## config.mk

```make
export PLATFORM = sky130hd
export DESIGN_NAME = video_timing_gen_flat
export DESIGN_NICKNAME = d
export VERILOG_FILES = /design/src/rtl/video_timing_gen_pkg.sv /design/src/rtl/video_timing_gen_if.sv /design/src/rtl/video_timing_gen_counters.sv /design/src/rtl/video_timing_gen.sv /design/src/flat_wrapper.sv
export SDC_FILE = /design/constraint.sdc
export NUM_CORES = 1
export LEC_CHECK = 0
export ABC_AREA = 1
export BUFFER_PORTS_ARGS = -buffer_cell sky130_fd_sc_hd__buf_2
export CAP_MARGIN = 30
export CORE_ASPECT_RATIO = 1.4
export CORE_MARGIN = 3
export CORE_UTILIZATION = 62
export DETAILED_ROUTE_END_ITERATION = 6
export PLACE_DENSITY = 0.81
export SYNTH_ARGS = -nofsm -noshare
export SYNTH_HDL_FRONTEND = slang
export SYNTH_SLANG_ARGS = --single-unit
```

## constraint.sdc

```tcl
create_clock -name clk -period 4 [get_ports clk]
set_input_delay 0.2 -clock clk [delete_from_list [all_inputs] [get_ports clk]]
set_output_delay 0.2 -clock clk [all_outputs]
set_load 0.1 [all_outputs]
```

## src/rtl/video_timing_gen_pkg.sv

```systemverilog
// Shared 720p60 timing constants and test-pattern encodings for the video timing generator.
package video_timing_gen_pkg;

    localparam int H_ACTIVE_720P = 1280;
    localparam int H_FP_720P     = 110;
    localparam int H_SYNC_720P   = 40;
    localparam int H_BP_720P     = 220;
    localparam int H_TOT_720P    = H_ACTIVE_720P + H_FP_720P + H_SYNC_720P + H_BP_720P;

    localparam int V_ACTIVE_720P = 720;
    localparam int V_FP_720P     = 5;
    localparam int V_SYNC_720P   = 5;
    localparam int V_BP_720P     = 20;
    localparam int V_TOT_720P    = V_ACTIVE_720P + V_FP_720P + V_SYNC_720P + V_BP_720P;

    localparam int BAR_W_720P    = 160;

    typedef enum logic [1:0] {
        PAT_GRAY  = 2'd0,
        PAT_HRAMP = 2'd1,
        PAT_VRAMP = 2'd2,
        PAT_BARS  = 2'd3
    } pat_e;

    function automatic logic [7:0] fill8(input logic bit_on);
        return bit_on ? 8'hFF : 8'h00;
    endfunction

endpackage

```

## src/rtl/video_timing_gen_if.sv

```systemverilog
// Parallel RGB video bus from the timing generator to the pixel pipeline.
interface video_timing_gen_if;

    logic [7:0] out_red;
    logic [7:0] out_green;
    logic [7:0] out_blue;
    logic       out_hsync;
    logic       out_vsync;
    logic       out_blank;
    logic       frame_start;
    logic [7:0] frame_cnt;

    modport master (
        output out_red, out_green, out_blue,
        output out_hsync, out_vsync, out_blank,
        output frame_start, frame_cnt
    );

    modport slave (
        input out_red, out_green, out_blue,
        input out_hsync, out_vsync, out_blank,
        input frame_start, frame_cnt
    );

endinterface

```

## src/rtl/video_timing_gen_counters.sv

```systemverilog
// Raster h/v counters plus combinational active/sync decode of the current counter state.
module vtg_counters
    import video_timing_gen_pkg::*;
#(
    parameter int H_ACTIVE = H_ACTIVE_720P,
    parameter int H_FP     = H_FP_720P,
    parameter int H_SYNC   = H_SYNC_720P,
    parameter int H_BP     = H_BP_720P,
    parameter int V_ACTIVE = V_ACTIVE_720P,
    parameter int V_FP     = V_FP_720P,
    parameter int V_SYNC   = V_SYNC_720P,
    parameter int V_BP     = V_BP_720P
) (
    input  logic       clk_i,
    input  logic       rst_ni,
    input  logic       en_i,
    output logic [7:0] h_lsb_o,
    output logic [7:0] v_lsb_o,
    output logic       active_o,
    output logic       hsync_o,
    output logic       vsync_o,
    output logic       origin_o,
    output logic       line_end_o,
    output logic       frame_end_o
);

    localparam int H_TOT = H_ACTIVE + H_FP + H_SYNC + H_BP;
    localparam int V_TOT = V_ACTIVE + V_FP + V_SYNC + V_BP;

    localparam logic [10:0] H_ACT_END  = 11'(H_ACTIVE);
    localparam logic [10:0] H_SYNC_ON  = 11'(H_ACTIVE + H_FP);
    localparam logic [10:0] H_SYNC_OFF = 11'(H_ACTIVE + H_FP + H_SYNC);
    localparam logic [10:0] H_LAST     = 11'(H_TOT - 1);
    localparam logic [9:0]  V_ACT_END  = 10'(V_ACTIVE);
    localparam logic [9:0]  V_SYNC_ON  = 10'(V_ACTIVE + V_FP);
    localparam logic [9:0]  V_SYNC_OFF = 10'(V_ACTIVE + V_FP + V_SYNC);
    localparam logic [9:0]  V_LAST     = 10'(V_TOT - 1);

    logic [10:0] h_cnt_q, h_cnt_d;
    logic [9:0]  v_cnt_q, v_cnt_d;

    // Disabling parks the raster at the origin so the next enabled clock starts a fresh frame.
    always_comb begin
        h_cnt_d = h_cnt_q;
        v_cnt_d = v_cnt_q;
        if (!en_i) begin
            h_cnt_d = '0;
            v_cnt_d = '0;
        end else if (h_cnt_q == H_LAST) begin
            h_cnt_d = '0;
            v_cnt_d = (v_cnt_q == V_LAST) ? 10'd0 : v_cnt_q + 10'd1;
        end else begin
            h_cnt_d = h_cnt_q + 11'd1;
        end
    end

    always_ff @(posedge clk_i or negedge rst_ni) begin
        if (!rst_ni) begin
            h_cnt_q <= '0;
            v_cnt_q <= '0;
        end else begin
            h_cnt_q <= h_cnt_d;
            v_cnt_q <= v_cnt_d;
        end
    end

    assign h_lsb_o     = h_cnt_q[7:0];
    assign v_lsb_o     = v_cnt_q[7:0];
    assign active_o    = (h_cnt_q < H_ACT_END) && (v_cnt_q < V_ACT_END);
    assign hsync_o     = (h_cnt_q >= H_SYNC_ON) && (h_cnt_q < H_SYNC_OFF);
    assign vsync_o     = (v_cnt_q >= V_SYNC_ON) && (v_cnt_q < V_SYNC_OFF);
    assign origin_o    = (h_cnt_q == 11'd0) && (v_cnt_q == 10'd0);
    assign line_end_o  = (h_cnt_q == H_LAST);
    assign frame_end_o = (h_cnt_q == H_LAST) && (v_cnt_q == V_LAST);

endmodule

```

## src/rtl/video_timing_gen.sv

```systemverilog
// 720p60 raster timing source with selectable test pattern; every output is registered
// one clock after the counter state it describes.
module video_timing_gen
    import video_timing_gen_pkg::*;
#(
    parameter int H_ACTIVE = H_ACTIVE_720P,
    parameter int H_FP     = H_FP_720P,
    parameter int H_SYNC   = H_SYNC_720P,
    parameter int H_BP     = H_BP_720P,
    parameter int V_ACTIVE = V_ACTIVE_720P,
    parameter int V_FP     = V_FP_720P,
    parameter int V_SYNC   = V_SYNC_720P,
    parameter int V_BP     = V_BP_720P,
    parameter int BAR_W    = BAR_W_720P
) (
    input  logic                  clk,
    input  logic                  rst_n,
    input  logic                  en,
    input  logic [1:0]            pat_sel,
    video_timing_gen_if.master    vid
);

    localparam logic [10:0] BAR_LAST = 11'(BAR_W - 1);

    logic [7:0]  h_lsb, v_lsb;
    logic        active, hsync, vsync, origin, line_end, frame_end;

    logic [7:0]  frame_cnt_q, frame_cnt_d;
    pat_e        pat_q, pat_d, pat_cur;
    logic [10:0] bar_px_q, bar_px_d;
    logic [2:0]  bar_q, bar_d;
    logic [23:0] pix;
    logic [23:0] rgb_q, rgb_d;
    logic        hsync_q, hsync_d, vsync_q, vsync_d;
    logic        blank_q, blank_d, fs_q, fs_d;

    vtg_counters #(
        .H_ACTIVE (H_ACTIVE), .H_FP (H_FP), .H_SYNC (H_SYNC), .H_BP (H_BP),
        .V_ACTIVE (V_ACTIVE), .V_FP (V_FP), .V_SYNC (V_SYNC), .V_BP (V_BP)
    ) u_counters (
        .clk_i       (clk),
        .rst_ni      (rst_n),
        .en_i        (en),
        .h_lsb_o     (h_lsb),
        .v_lsb_o     (v_lsb),
        .active_o    (active),
        .hsync_o     (hsync),
        .vsync_o     (vsync),
        .origin_o    (origin),
        .line_end_o  (line_end),
        .frame_end_o (frame_end)
    );

    // Bar index tracks h_cnt/BAR_W incrementally so the colour bars need no divider.
    always_comb begin
        frame_cnt_d = frame_cnt_q;
        pat_d       = pat_q;
        bar_px_d    = '0;
        bar_d       = '0;
        if (en) begin
            if (frame_end) frame_cnt_d = frame_cnt_q + 8'd1;
            if (origin)    pat_d = pat_e'(pat_sel);
            if (line_end) begin
                bar_px_d = '0;
                bar_d    = '0;
            end else if (bar_px_q == BAR_LAST) begin
                bar_px_d = '0;
                bar_d    = bar_q + 3'd1;
            end else begin
                bar_px_d = bar_px_q + 11'd1;
                bar_d    = bar_q;
            end
        end
    end

    // Pixel (0,0) is decoded on the same edge that latches pat_sel, so it bypasses pat_q.
    always_comb begin
        pat_cur = origin ? pat_e'(pat_sel) : pat_q;
        case (pat_cur)
            PAT_GRAY:  pix = {3{frame_cnt_q}};
            PAT_HRAMP: pix = {3{h_lsb}};
            PAT_VRAMP: pix = {3{v_lsb}};
            PAT_BARS:  pix = {fill8(bar_q[2]), fill8(bar_q[1]), fill8(bar_q[0])};
            default:   pix = '0;
        endcase
        rgb_d   = '0;
        hsync_d = 1'b0;
        vsync_d = 1'b0;
        blank_d = 1'b1;
        fs_d    = 1'b0;
        if (en) begin
            rgb_d   = active ? pix : 24'h0;
            hsync_d = hsync;
            vsync_d = vsync;
            blank_d = ~active;
            fs_d    = origin;
        end
    end

    always_ff @(posedge clk or negedge rst_n) begin
        if (!rst_n) begin
            frame_cnt_q <= '0;
            pat_q       <= PAT_GRAY;
            bar_px_q    <= '0;
            bar_q       <= '0;
            rgb_q       <= '0;
            hsync_q     <= 1'b0;
            vsync_q     <= 1'b0;
            blank_q     <= 1'b1;
            fs_q        <= 1'b0;
        end else begin
            frame_cnt_q <= frame_cnt_d;
            pat_q       <= pat_d;
            bar_px_q    <= bar_px_d;
            bar_q       <= bar_d;
            rgb_q       <= rgb_d;
            hsync_q     <= hsync_d;
            vsync_q     <= vsync_d;
            blank_q     <= blank_d;
            fs_q        <= fs_d;
        end
    end

    assign vid.out_red     = rgb_q[23:16];
    assign vid.out_green   = rgb_q[15:8];
    assign vid.out_blue    = rgb_q[7:0];
    assign vid.out_hsync   = hsync_q;
    assign vid.out_vsync   = vsync_q;
    assign vid.out_blank   = blank_q;
    assign vid.frame_start = fs_q;
    assign vid.frame_cnt   = frame_cnt_q;

endmodule

```

## src/flat_wrapper.sv

```systemverilog
// flat-port wrapper written by rule: the top's interface ports become plain ports
module video_timing_gen_flat import video_timing_gen_pkg::*;
#(
    parameter int H_ACTIVE = H_ACTIVE_720P,
    parameter int H_FP     = H_FP_720P,
    parameter int H_SYNC   = H_SYNC_720P,
    parameter int H_BP     = H_BP_720P,
    parameter int V_ACTIVE = V_ACTIVE_720P,
    parameter int V_FP     = V_FP_720P,
    parameter int V_SYNC   = V_SYNC_720P,
    parameter int V_BP     = V_BP_720P,
    parameter int BAR_W    = BAR_W_720P
)
  (clk, rst_n, en, pat_sel, vid_out_red, vid_out_green, vid_out_blue, vid_out_hsync, vid_out_vsync, vid_out_blank, vid_frame_start, vid_frame_cnt);
  video_timing_gen_if vid_i ();
  input  logic clk;
  input  logic rst_n;
  input  logic en;
  input  logic [1:0] pat_sel;
  output wire logic [$bits(vid_i.out_red)-1:0] vid_out_red;
  output wire logic [$bits(vid_i.out_green)-1:0] vid_out_green;
  output wire logic [$bits(vid_i.out_blue)-1:0] vid_out_blue;
  output wire logic [$bits(vid_i.out_hsync)-1:0] vid_out_hsync;
  output wire logic [$bits(vid_i.out_vsync)-1:0] vid_out_vsync;
  output wire logic [$bits(vid_i.out_blank)-1:0] vid_out_blank;
  output wire logic [$bits(vid_i.frame_start)-1:0] vid_frame_start;
  output wire logic [$bits(vid_i.frame_cnt)-1:0] vid_frame_cnt;
  assign vid_out_red = vid_i.out_red;
  assign vid_out_green = vid_i.out_green;
  assign vid_out_blue = vid_i.out_blue;
  assign vid_out_hsync = vid_i.out_hsync;
  assign vid_out_vsync = vid_i.out_vsync;
  assign vid_out_blank = vid_i.out_blank;
  assign vid_frame_start = vid_i.frame_start;
  assign vid_frame_cnt = vid_i.frame_cnt;
  video_timing_gen #(.H_ACTIVE(H_ACTIVE), .H_FP(H_FP), .H_SYNC(H_SYNC), .H_BP(H_BP), .V_ACTIVE(V_ACTIVE), .V_FP(V_FP), .V_SYNC(V_SYNC), .V_BP(V_BP), .BAR_W(BAR_W)) u_core (.clk(clk), .rst_n(rst_n), .en(en), .pat_sel(pat_sel), .vid(vid_i));
endmodule
```

# == Yosys cells after proc, flatten, opt, wreduce, memory -nomap -nowiden ==
# Index checks and enable logic that the tools add are counted.
# totals
ff_bits,73
memories,0
in_bits,5
ramBits,0
latch_bits,0
out_inout_bits,36
rom_bits,0
# classes
bitwise,1
n_lt_le_gt_ge,6
n_addsub,5
n_reduce_logical,9
n_mux,22
multipliers,0
n_div,0
eq_ne,8
shift,0
# ops
op,n
one-hot mux 24 bit (4 select lines),1
two-way mux 11 bit,5
two-way mux 24 bit,2
two-way mux 10 bit,3
two-way mux 8 bit,3
"adder 11 x 1 -> 11 bit, second input constant",2
"< comparator 11 bit, second input constant",2
"< comparator 10 bit, second input constant",2
"== test 11 bit, second input constant",1
"== test 11 x 8 -> 1 bit, second input constant",1
">= comparator 11 bit, second input constant",1
logical NOT 11 bit,1
"adder 10 x 1 -> 10 bit, second input constant",1
"== test 10 bit, second input constant",1
">= comparator 10 bit, second input constant",1
logical NOT 10 bit,1
two-way mux 3 bit,3
"adder 8 x 1 -> 8 bit, second input constant",1
logical AND 1 bit,5
"== test 2 bit, second input constant",2
two-way mux 1 bit,4
"adder 3 x 1 -> 3 bit, second input constant",1
"!= test 3 x 1 -> 1 bit, second input constant",1
"== test 2 x 1 -> 1 bit, second input constant",1
other kinds (5),5

# == Logic depth before layout (Yosys ltp) ==
# depth
ltp_word,7
mapped_depth,13
ltp_nobuf,12

# == By module ==
# From an unflattened synthesis, not the netlist that was laid out.
# unflattened
hier_cells,526
hier_area_um2,4018.9
# modules_own_cells
mod,cells_per_inst,instances,area_per_inst_um2
video_timing_gen,293,1,2436.1
vtg_counters,233,1,1582.8

# == Least setup slack after synthesis ==
# Ideal clock, no wire load.
# synth_path
kind,register -> register
from,register u_core.frame_cnt_q[2] (netlist: u_core.vid.frame_cnt[2])
to,register u_core.frame_cnt_q[7] (netlist: u_core.vid.frame_cnt[7])
stages_incl_launch_ff,7
path_buffers,0
setup_time_ns,0.130
setup_slack_ns,2.006
t_arrival_ns,1.865
path_cell_list,dfrtp_1 > inv_1 > nor3_1 > nand4_1 > xor2_1 > nand2_1 > o21ai_0
# synth_via
elab_chain_cells,1
# synth_rtl
item,line_no,source
from (decl),video_timing_gen.sv:28,"logic [7:0] frame_cnt_q, frame_cnt_d;"
from (signal assigned),video_timing_gen.sv:112,frame_cnt_q <= frame_cnt_d;
adder 8 x 1 -> 8 bit,video_timing_gen.sv:61,if (frame_end) frame_cnt_d = frame_cnt_q + 8'd1;
# Every way passes these cells.
# A chain may end at the register's enable or synchronous reset.

# == Worst setup path after layout ==
# layout_path
from,register u_core.u_counters.v_cnt_q[1]
to,register u_core.frame_cnt_q[5] (netlist: u_core.vid.frame_cnt[5])
# layout_via
elab_chain_cells,3
# layout_rtl
item,line_no,source
from (decl),video_timing_gen_counters.sv:40,"logic [9:0] v_cnt_q, v_cnt_d;"
from (signal assigned),video_timing_gen_counters.sv:63,v_cnt_q <= v_cnt_d;
== test 10 bit,video_timing_gen_counters.sv:74,assign frame_end_o = (h_cnt_q == H_LAST) && (v_cnt_q == V_LAST);
logical AND 1 bit,video_timing_gen_counters.sv:74,
AND reduction 2 bit (no source line),-,
# Every way passes these cells.

==> impl_metrics.py <==
metrics = {
    "sta": {
        "tightest_slew_ns": 0.698,
        "finalCritPeriodShare_pct": 53.8,
        "fin_skew_ns": 0.00904,
        "setup_viol": 0,
        "hold_viol": 0,
        "maxSlewHeadroom_pct": 53.0,
        "hold_ws_ns": 0.0924,
        "drv_slew": 0,
        "tns_ns": 0,
        "min_period_ns": 2.15,
        "rsz0062_at_grt": "false",
        "max_freq_ghz": 0.464,
    },
    "synth": {
        "ys_types": 37,
        "ys_ff_latch": 73,
        "synth_seq_area_share_pct": 47.5,
        "syn-cell-area_sq_um": 3850,
        "yosysWarnings": 0,
        "syn_area_per_cell_sq_um": 8.24,
        "synth_nets": 482,
        "syn_inst": 467,
    },
    "detailed_routing": {
        "dr.pass1.iters": 5,
        "vias_per_cell": 5.60,
        "drc": 0,
        "drtIter0Drc": 202,
        "routed_wl_microns": 8510,
        "ant_nets": 0,
        "routed-via-count": 3283,
        "wl_per_cell_microns": 14.5,
    },
    "placed_design": {
        "port-buffer-count": 40,
        "gp_congestion": 0.956,
        "dpl_cell_area_sq_um": 4070,
        "dp_hpwl_microns": 6380,
    },
    "final_layout": {
        "fin_nets": 526,
        "drive_gt1_share_pct": 17.4,
        "design_area_sq_um": 4330,
        "fill_cells": 491,
        "area_delta_synth_final_pct": 12.5,
        "diodes": 0,
    },
    "setup_path": {
        "cp.required_ns": 4.25,
        "path_max_fanout": 12,
        "end_kind": "flop",
        "critPathMaxStageDelay_ns": 0.58,
        "cp-start-kind": "flop",
        "cp.arrival_ns": 2.41,
        "crit_type": "flop to flop",
        "crit_path_cell_trace": "inv_1, ha_1, inv_1, nor2_1, nand3_1, nor3_2, nand2_1, o21ai_0, nand2_1",
        "cp_slowest_cell": "nor3_2",
        "rrSetupSlack_ns": 1.85,
    },
    "grt": {
        "antenna_found_initial": 0,
        "grt_pass1_wl_microns": 14700,
        "grtUsageTotal_pct": 26.1,
        "grt_max_degree": 46,
        "grt_pass1_vias": 3270,
        "grt_overflow_total": 0,
    },
    "die": {
        "ios": 41,
        "dieWidth_microns": 72.6,
        "core_area_sq_um": 5950,
        "rows": 33,
        "initial_core_util_pct": 64.7,
        "die_h_microns": 99.2,
        "dieArea_sq_um": 7200,
    },
    "status": {
        "outcome": "finished, final reports clean",
    },
    "clock_tree": {
        "cts_root_buf": "clkbuf_8",
        "clkTransAtPathRegs_ns": 0.08,
        "cts_buffers": 9,
        "clockBufferDepth": 2,
        "h-tree-depth": 3,
        "cts_num_sinks": 73,
        "clk_latency_ns": 0.36,
        "cts_tree": "done",
        "post-cts-setup-buffers": 0,
    },
    "power": {
        "p_per_area_nw_per_um2": 475,
        "leakagePower_nw": 2.21,
        "power_w": 0.00205,
        "peakVddDrop_uv": 260,
    },
    "hold_path": {
        "min_path_type": "input port to flop",
    },
    "run": {
        "cap_viol_max_count": 0,
    },
}
==> synth_stat cells, drive strengths merged <==
cell	number	share of area [%]
buf	9	1.8
o2111ai	1	0.23
o21a	2	0.39
a31o	1	0.23
nor3b	4	0.78
a31oi	1	0.16
nor2	57	6.3
dfstp	1	0.68
nand3b	1	0.20
clkinv	1	0.097
nand4	12	2.5
a311oi	1	0.23
xor2	11	2.5
o221ai	1	0.23
dfrtp	72	47
inv	65	6.3
o21ai	21	2.7
o22ai	1	0.16
clkbuf	1	0.097
ha	10	3.3
nand2	105	11
a22oi	2	0.39
nor3	11	1.7
nand3	46	6.7
nor4	4	0.65
a21oi	26	3.4
==> where the power goes <==
group          leakage (nW)  internal (W)  total [W]  switching (W)
Sequential            0.969      0.000787   0.000806      0.0000186
Combinational          1.12     0.0000963   0.000586       0.000489
Clock                 0.113      0.000370   0.000661       0.000291
==> state kept, by name, indices dropped and copies added (netlist names) <==
name	cells
u_core.vid.out_vsync	1
u_core.vid.out_blank	1
u_core.u_counters.v_cnt_q	10
u_core.pat_q	2
u_core.bar_px_q	11
u_core.rgb_q	24
u_core.vid.frame_cnt	8
u_core.vid.frame_start	1
u_core.bar_q	3
u_core.vid.out_hsync	1
u_core.u_counters.h_cnt_q	11
==> placed cells by master, fill, tap and decap left out, types with 2 or more instances in the layout <==
cell / count
o21a_1: 2
nor2_2: 3
nor3b_1: 4
nand2_1: 92
nand2_2: 11
inv_2: 3
a21oi_1: 26
dfrtp_1: 72
nand2_4: 2
buf_2: 40
ha_1: 10
a22oi_1: 2
nand4_1: 10
nor2_1: 51
xor2_1: 11
nor4_1: 4
o21ai_0: 21
nor3_1: 9
clkbuf_8: 10
nand3_2: 3
inv_1: 62
nor2_4: 3
nor3_2: 2
bufinv_16: 2
nand3_1: 42
==> critical path, delay by kind of cell (launching register included) <==
kind                     cells  cell delay [ns]
adder cells (fa/ha/maj)      1             0.17
buffers and inverters        2             0.22
AND/OR/NAND/NOR              5             1.08
flip-flops                   1             0.39
AO/OA/AOI/OAI                1             0.19
==> through the flow <==
| stage | cells | worst slack (ns) | utilization (%) |
|---|---|---|---|
| finish | 586 | 1.85 | 72.7 |
| global route | 586 | 1.59 | 72.7 |
| CTS | 584 | 1.86 | 72.2 |
| detailed placement | 568 | 1.88 | 68.4 |
| global placement | 568 | 1.94 | 68.4 |
| floorplan | 467 | 2.01 | - |
==> final cells by class <==
class                   instances  area (sq um)  area share [%]
flip-flops and latches         73          1830            42.3
clock inverters                 6          90.1            2.08
well taps                      70          87.6            2.02
multi-input cells             318          1700            39.2
clock buffers                  10           138            3.18
inverters                      66           248            5.73
repair buffers                 43           238            5.50
==> routing by layer <==
metal | share of wire [%] | GRT usage (%)
met5 | 0 | 0
met4 | 2.5 | 10.5
met3 | 6.5 | 5.76
met2 | 53 | 45.1
met1 | 38 | 31.1
==> logic make-up after synthesis <==
kind of cell               Yosys count  synth area share (%)
DFF                                 73                  47.5
buffers and inverters               76                  8.36
AOI/OAI and AO/OA                   57                  8.13
xor gates and xnor gates            11                  2.50
adders and majority gates           10                  3.25
and+or+nand+nor                    240                  30.2
==> repair_timing <==
item | in CTS | in global routing
gates resized for setup | 0 | 0
hold endpoints to repair | 0 | 72
hold buffers | 0 | 1
==> final timing paths <==
| check | from | to | cells after the start |
|---|---|---|---|
| setup reg to reg | u_core.u_counters.v_cnt_q[1]$_DFFE_PN0P_ | u_core.vid.frame_cnt[5]$_DFFE_PN0P_ | 9 |
| hold / removal | pat_sel[0] | u_core.pat_q[0]$_DFFE_PN0P_ | 3 |
| hold reg to reg | u_core.bar_px_q[0]$_DFF_PN0_ | u_core.bar_px_q[0]$_DFF_PN0_ | 1 |
| min in group asynchronous | rst_n | u_core.rgb_q[18]$_DFF_PN0_ | 2 |
| setup / recovery | u_core.u_counters.v_cnt_q[1]$_DFFE_PN0P_ | u_core.vid.frame_cnt[5]$_DFFE_PN0P_ | 9 |
| max in group asynchronous | rst_n | u_core.u_counters.v_cnt_q[0]$_DFFE_PN0P_ | 3 |
Power figures use the tool's default switching activity.
